==> config.mk <==
export PLATFORM = sky130hd
export DESIGN_NAME = button_conditioner_flat
export DESIGN_NICKNAME = d
export VERILOG_FILES = /design/src/rtl/button_conditioner_if.sv /design/src/rtl/button_conditioner.sv /design/src/flat_wrapper.sv
export SDC_FILE = /design/constraint.sdc
export NUM_CORES = 1
export LEC_CHECK = 0
export ABC_CLOCK_PERIOD_IN_PS = 2900
export CELL_PAD_IN_SITES_DETAIL_PLACEMENT = 1
export CELL_PAD_IN_SITES_GLOBAL_PLACEMENT = 1
export CORE_UTILIZATION = 30
export CTS_BUF_LIST = sky130_fd_sc_hd__clkbuf_4 sky130_fd_sc_hd__clkbuf_8 sky130_fd_sc_hd__clkbuf_16
export DETAILED_ROUTE_END_ITERATION = 10
export PLACE_DENSITY_LB_ADDON = 0.1
export SLEW_MARGIN = 20
export SYNTH_ARGS = -nofsm -noshare
export SYNTH_HDL_FRONTEND = slang
export SYNTH_SLANG_ARGS = --single-unit
export TNS_END_PERCENT = 50
==> constraint.sdc <==
create_clock -name clk -period 2.9 [get_ports clk]
set_input_delay 0.435 -clock clk [delete_from_list [all_inputs] [get_ports clk]]
set_output_delay 0.435 -clock clk [all_outputs]
set_load 0.05 [all_outputs]
==> src/rtl/button_conditioner_if.sv <==
// Signal bundle between the raw pushbutton pins and the conditioned outputs of button_conditioner.
// There is no valid/ready handshake: btn_raw is sampled on every clock, and every output is a registered level or a single-cycle pulse.
interface button_conditioner_if;
    logic [4:0] btn_raw;
    logic [4:0] btn_level;
    logic [4:0] btn_pulse;
    logic       long_c;
    logic [9:0] dbg_state;

    modport master (
        output btn_raw,
        input  btn_level,
        input  btn_pulse,
        input  long_c,
        input  dbg_state
    );

    modport slave (
        input  btn_raw,
        output btn_level,
        output btn_pulse,
        output long_c,
        output dbg_state
    );
endinterface

==> src/rtl/button_conditioner.sv <==
// Five-button input stage: 2-flop synchroniser, per-button debounce FSM, auto-repeat on the
// navigation keys and a one-shot long-press pulse on C.
module button_conditioner #(
    parameter int         DEBOUNCE_CYCLES = 125000,
    parameter int         REPEAT_DELAY    = 3125000,
    parameter int         REPEAT_PERIOD   = 937500,
    parameter logic [4:0] REPEAT_MASK     = 5'b11110,
    parameter int         LONG_CYCLES     = 12500000
) (
    input logic                clk,
    input logic                reset_n,
    button_conditioner_if.slave bus
);

    function automatic int max_of(input int a, input int b);
        return (a > b) ? a : b;
    endfunction

    localparam int MAXP = max_of(max_of(DEBOUNCE_CYCLES, REPEAT_DELAY),
                                 max_of(REPEAT_PERIOD, LONG_CYCLES));
    localparam int CW = $clog2(MAXP) + 1;

    localparam logic [CW-1:0] DEB_LAST   = CW'(DEBOUNCE_CYCLES - 1);
    localparam logic [CW-1:0] RPT_LAST   = CW'(REPEAT_DELAY - 1);
    localparam logic [CW-1:0] RPT_RELOAD = CW'(REPEAT_DELAY - REPEAT_PERIOD);
    localparam logic [CW-1:0] LONG_LAST  = CW'(LONG_CYCLES - 1);

    typedef enum logic [1:0] {
        IDLE       = 2'd0,
        CONF_PRESS = 2'd1,
        HELD       = 2'd2,
        CONF_REL   = 2'd3
    } state_t;

    state_t        state_q [5];
    logic [CW-1:0] deb_q   [5];
    logic [CW-1:0] rpt_q   [5];
    logic [CW-1:0] hold_q  [5];
    logic [4:0]    sync1_q;
    logic [4:0]    sync2_q;
    logic [4:0]    level_q;
    logic [4:0]    pulse_q;
    logic          long_q;

    always_ff @(posedge clk or negedge reset_n) begin
        if (!reset_n) begin
            sync1_q <= '0;
            sync2_q <= '0;
            level_q <= '0;
            pulse_q <= '0;
            long_q  <= 1'b0;
            for (int i = 0; i < 5; i++) begin
                state_q[i] <= IDLE;
                deb_q[i]   <= '0;
                rpt_q[i]   <= '0;
                hold_q[i]  <= '0;
            end
        end else begin
            sync1_q <= bus.btn_raw;
            sync2_q <= sync1_q;
            pulse_q <= '0;
            long_q  <= 1'b0;
            for (int i = 0; i < 5; i++) begin
                case (state_q[i])
                    IDLE: begin
                        if (sync2_q[i]) begin
                            state_q[i] <= CONF_PRESS;
                            deb_q[i]   <= '0;
                        end
                    end
                    CONF_PRESS: begin
                        if (!sync2_q[i]) begin
                            state_q[i] <= IDLE;
                        end else if (deb_q[i] == DEB_LAST) begin
                            state_q[i] <= HELD;
                            level_q[i] <= 1'b1;
                            pulse_q[i] <= 1'b1;
                            rpt_q[i]   <= '0;
                            hold_q[i]  <= '0;
                        end else begin
                            deb_q[i] <= deb_q[i] + 1'b1;
                        end
                    end
                    HELD: begin
                        if (!sync2_q[i]) begin
                            state_q[i] <= CONF_REL;
                            deb_q[i]   <= '0;
                        end else begin
                            // hold_q saturates so the long-press compare can never match twice
                            if (hold_q[i] != '1) hold_q[i] <= hold_q[i] + 1'b1;
                            if (i == 0 && hold_q[i] == LONG_LAST) long_q <= 1'b1;
                            if (REPEAT_MASK[i] && rpt_q[i] == RPT_LAST) begin
                                pulse_q[i] <= 1'b1;
                                rpt_q[i]   <= RPT_RELOAD;
                            end else if (rpt_q[i] != '1) begin
                                rpt_q[i] <= rpt_q[i] + 1'b1;
                            end
                        end
                    end
                    CONF_REL: begin
                        if (sync2_q[i]) begin
                            state_q[i] <= HELD;
                        end else if (deb_q[i] == DEB_LAST) begin
                            state_q[i] <= IDLE;
                            level_q[i] <= 1'b0;
                        end else begin
                            deb_q[i] <= deb_q[i] + 1'b1;
                        end
                    end
                    default: state_q[i] <= IDLE;
                endcase
            end
        end
    end

    always_comb begin
        bus.dbg_state = '0;
        for (int i = 0; i < 5; i++) bus.dbg_state[2*i +: 2] = state_q[i];
    end

    assign bus.btn_level = level_q;
    assign bus.btn_pulse = pulse_q;
    assign bus.long_c    = long_q;

endmodule

==> src/flat_wrapper.sv <==
// flat-port wrapper written by rule: the top's interface ports become plain ports
module button_conditioner_flat 
#(
    parameter int         DEBOUNCE_CYCLES = 125000,
    parameter int         REPEAT_DELAY    = 3125000,
    parameter int         REPEAT_PERIOD   = 937500,
    parameter logic [4:0] REPEAT_MASK     = 5'b11110,
    parameter int         LONG_CYCLES     = 12500000
)
  (clk, reset_n, bus_btn_raw, bus_btn_level, bus_btn_pulse, bus_long_c, bus_dbg_state);
  button_conditioner_if bus_i ();
  input logic clk;
  input logic reset_n;
  input wire logic [$bits(bus_i.btn_raw)-1:0] bus_btn_raw;
  output wire logic [$bits(bus_i.btn_level)-1:0] bus_btn_level;
  output wire logic [$bits(bus_i.btn_pulse)-1:0] bus_btn_pulse;
  output wire logic [$bits(bus_i.long_c)-1:0] bus_long_c;
  output wire logic [$bits(bus_i.dbg_state)-1:0] bus_dbg_state;
  assign bus_i.btn_raw = bus_btn_raw;
  assign bus_btn_level = bus_i.btn_level;
  assign bus_btn_pulse = bus_i.btn_pulse;
  assign bus_long_c = bus_i.long_c;
  assign bus_dbg_state = bus_i.dbg_state;
  button_conditioner #(.DEBOUNCE_CYCLES(DEBOUNCE_CYCLES), .REPEAT_DELAY(REPEAT_DELAY), .REPEAT_PERIOD(REPEAT_PERIOD), .REPEAT_MASK(REPEAT_MASK), .LONG_CYCLES(LONG_CYCLES)) u_core (.clk(clk), .reset_n(reset_n), .bus(bus_i));
endmodule
# [Word level (Yosys, flattened, before mapping)]
# Cells that the tools add are included.
[op_classes] n_addsub=10 n_eq_ne=80 n_mux=145 n_reduce_logical=35
[ops] op="25-bit 2-to-1 mux" count=49
[ops] op="25-bit case mux with 4 select lines" count=5
[ops] op="25-bit by 1-bit adder with 25-bit output (second input constant)" count=10
[ops] op="25-bit case mux with 2 select lines" count=5
[ops] op="25-bit by 17-bit == test with 1-bit output (second input constant)" count=5
[ops] op="25-bit != test (second input constant)" count=5
[ops] op="25-bit by 22-bit == test with 1-bit output (second input constant)" count=4
[ops] op="2-bit 2-to-1 mux" count=30
[ops] op="2-bit by 1-bit != test with 1-bit output (second input constant)" count=26
[ops] op="5-bit AND reduction" count=10
[ops] op="1-bit 2-to-1 mux" count=42
[ops] op="2-bit case mux with 4 select lines" count=5
[ops] op="4-bit AND reduction" count=10
[ops] op="3-bit by 1-bit != test with 1-bit output (second input constant)" count=9
[ops] op="25-bit by 24-bit == test with 1-bit output (second input constant)" count=1
[ops] op="2-bit == test (second input constant)" count=10
[ops] op="2-bit != test (second input constant)" count=10
[ops] op="2-bit nonzero test" count=10
[ops] op="1-bit case mux with 2 select lines" count=9
[ops] op="3-bit != test (second input constant)" count=5
[ops] op="2-bit by 1-bit == test with 1-bit output (second input constant)" count=5
[ops] op="2-bit zero test" count=5
[word_totals] ff_bits=281 input_bits=7 out_inout_bits=21 elab_cells=294

# [Longest topological paths before layout]
[depth] depth_word=5 depth_mapped=12 depth_no_buf=8

# [Least setup slack after synthesis]
# No wires, ideal clock.
[synth_path] path_type="reg2reg" start="reg (tool-made name)" end="reg u_core.deb_q[46] (netlist name)" setup_time_ps=132 arrival_ps=2853 required_time_ps=2768 setup_slack_ps=-85 stages_incl_launch_ff=11 n_path_buf=2 period_less_slack_ps=2985 cell_sequence="dfrtp_1 > inv_1 > ha_1 > clkbuf_1 > or3_1 > a211oi_1 > and4_1 > clkbuf_1 > and3_1 > xnor2_1 > nor2_1"
[synth_lines] element="end signal: indexed assignment" line="button_conditioner.sv:81" text="deb_q[i] <= deb_q[i] + 1'b1;"
[synth_lines] element="end signal: indexed assignment" line="button_conditioner.sv:107" text="deb_q[i] <= deb_q[i] + 1'b1;"
[synth_lines] element="end: declaration" line="button_conditioner.sv:36" text="logic [CW-1:0] deb_q [5];"

# [Final worst setup path]
[layout_path] start="reg u_core.deb_q[118] (netlist name)" end="reg u_core.hold_q[115] (netlist name)"
[layout_between] elab_chain_len=3
[layout_rtl] element="25-bit by 17-bit == test with 1-bit output" line="button_conditioner.sv:74" text="end else if (deb_q[i] == DEB_LAST) begin"
[layout_rtl] element="2-bit by 1-bit != test with 1-bit output (no line)"
[layout_rtl] element="5-bit AND reduction (no line)"
[layout_rtl] element="end signal: indexed assignment" line="button_conditioner.sv:56" text="hold_q[i] <= '0;"
[layout_rtl] element="end signal: indexed assignment" line="button_conditioner.sv:79" text="hold_q[i] <= '0;"
[layout_rtl] element="end: declaration" line="button_conditioner.sv:38" text="logic [CW-1:0] hold_q [5];"
# No other way between the ends.
# A chain may end at the register's enable or synchronous reset.

==> flow_summary_export.csv <==
group,metric,value,unit
setup_path,arrival,3.08,ns
cells_and_area,final_cell_mix,"dfrtp_1, nand2_1, nor2_1, o21ai_0, nand3_1",
global_routing,grt.overflow.total,0,
timing,timing.final.crit_period,2.67,ns
placed_design,gp_congestion,0.785,
route,vias,14200,
placed_design,numPortBuffers,27,
route,drc_errors,0,
yosys,ys.flop_type,"dfrtp_1",
cells_and_area,final_util,36.0,%
placed_design,dp.cells,2517,
setup_path,worst_r2r_path_depth,6,
global_routing,grt_use_total,17.7,%
die,std_cell_rows,83,
cts,clk_path_buf_depth,3,
cells_and_area,diodes,0,
cts,cts_tree,"built",
route,drtAntennaViolNets,0,
route,post_drt_wl_per_cell,17.8,um
setup_path,end_kind,"flop",
cells_and_area,layout_commonest_cell,"dfrtp_1",
min_path,min_path_cells,1,
route,via_per_inst,5.48,
yosys,ys_warn_count,0,
pwr,vdd_drop_max,451,uV
cells_and_area,fin_cells,2588,
die,die_y,232,um
cells_and_area,final_area,18700,um2
timing,fin_hold_ws,0.326,ns
yosys,synth_nets,1858,
timing,finClkSkew,0.0178,ns
die,start_util,30.6,%
timing,fin_tns_setup,0,ns
timing,slew_headroom,51.2,%
route,wl,46100,um
global_routing,antenna_found_initial,0,
yosys,ys_ff_latch,281,
global_routing,grt_pass1_wl,78900,um
setup_path,crit_fanout,7,
die,die_area,53800,um2
cells_and_area,drive_gt1_share,10.1,%
cts,htreeDepth,2,
global_routing,grt_max_degree,74,
die,io_pins,28,
cells_and_area,regArea,7030,um2
cells_and_area,area_delta_synth_final,17.6,%
cells_and_area,fillers,5992,
placed_design,hpwlAfterDp,31700,um
yosys,synthesis.instances,1825,
setup_path,worstPathRequired,3.31,ns
timing,hold_viol_final,0,
route,drt_iter0_drc,803,
die,die_x,232,um
cts,clk_latency,0.56,ns
timing,fin_crit_sh,92.2,%
placed_design,placed_cell_area,17300,um2
cells_and_area,nets,1912,
cts,cts-root-buf,"clkbuf_16",
timing,setup_viol,0,
setup_path,timing_worst_setup_path_type,"reg -> reg",
pwr,p_leak,0.00755,uW
timing,slew_violations,0,
global_routing,grt_pass1_vias,14700,
cts,clock_sinks,281,
yosys,synth_area,15900,um2
outcome,status,"finished, final reports clean",
setup_path,worstSetupStartpointType,"flop",
cts,cts_setup_buffers,0,
cells_and_area,multiInputGateArea,8380,um2
route,detail_route.first_pass.iterations,5,
yosys,ys_seq_area_share,44.3,%
yosys,synthArstFlopShare,100,%
min_path,hp-class,"in -> reg",
pwr,powerDensity,704,nW/um2
yosys,synth-edff-count,0,
yosys,synth_cell_type_count,74,
timing,tightest_slew,0.726,ns
flow_run,maxCapViolCount,0,
timing,fmax,374,MHz
timing,rsz0062_at_grt,"false",
cts,cts.clk_slew.worst_paths,0.05,ns
yosys,syn_area_per_cell,8.70,um2
cts,numCtsBuffers,39,
die,core_area,51800,um2
[final timing paths]
path                                      end  slack, ns               from
setup / recovery           u_core.hold_q[115]       0.23  u_core.deb_q[118]
hold / removal              u_core.sync1_q[1]       0.33     bus_btn_raw[1]
setup reg to reg           u_core.hold_q[115]       0.23  u_core.deb_q[118]
hold reg to reg             u_core.sync2_q[2]       0.35  u_core.sync1_q[2]
max in group asynchronous    u_core.deb_q[12]       1.64            reset_n
min in group asynchronous    u_core.deb_q[77]       0.42            reset_n
[registers in the layout (all words and copies together) (netlist names), named ones only]
signal and cells:
u_core.deb_q 125, u_core.rpt_q 100, u_core.hold_q 25, u_core.bus.btn_level 5, u_core.bus.btn_pulse 5, u_core.bus.dbg_state 5
u_core.sync1_q 5, u_core.sync2_q 5, u_core.bus.long_c 1
[cells in the mapped netlist (all sizes together) (27+ instances only)]
library cell	instances	area share, %
xnor2	29	1.6
nand2	194	4.6
or3	28	1.1
inv	41	0.97
o21ai	185	5.9
a31oi	35	1.4
nor2	167	4.0
o31ai	53	2.6
nor3	44	1.5
a21oi	107	3.4
xor2	27	1.5
nand3	107	3.4
and3	49	1.9
nand4	61	2.4
dfrtp	281	44
clkbuf	74	1.7
nor4	32	1.3
[worst max-delay path, stage by stage (launching register included)]
cell and delay [ns]:
dfrtp_1 0.43, or4b_2 0.69, or4_4 0.58, nor2_2 0.22, nand2_1 0.13, o21ai_2 0.35
a31oi_1 0.14
[layer usage]
| metal | global-route usage, % | share of wire (%) |
|---|---|---|
| met2 | 28.7 | 46 |
| met4 | 4.50 | 1.6 |
| met1 | 24.7 | 50 |
| met3 | 2.54 | 2.6 |
| met5 | 0 | 0 |
[repair_timing]
item,in CTS,in global routing
setup endpoints to repair,0,3
resized for setup,0,2
hold endpoints to repair,58,0
hold buffers,1,0
[stage by stage]
stage,total power [uW],setup slack (ns)
floorplan,6660,0.0321
global placement,8110,0.233
detailed placement,8180,0.219
CTS,13400,0.175
global route,14000,0.0267
finish,13100,0.227
[logic make-up after synthesis]
logic type	share of synthesized area [%]
multiplexers	0.820
flip-flops	44.3
XOR/XNOR	3.09
AND/OR/NAND/NOR	26.8
adder cells (fa/ha/maj)	2.05
AO/OA/AOI/OAI	19.7
buffers and inverters	3.20
[area by class of cell]
class                      count  share of cell area [%]
clock buffer                  50                    5.81
tap                          680                    4.56
timing repair buffer         101                    4.80
multi-input combinational   1415                    44.9
inverter                      41                   0.825
clock inverter                20                    1.42
sequential                   281                    37.7
[power breakdown]
group / internal [uW] / leakage, uW / total, uW / switching [uW]
logic: 1240 / 0.00300 / 3710 / 2460
registers: 4120 / 0.00387 / 4340 / 227
clock network: 3180 / 0.000683 / 5090 / 1910
Note: power is estimated with default switching activity, not from simulation.
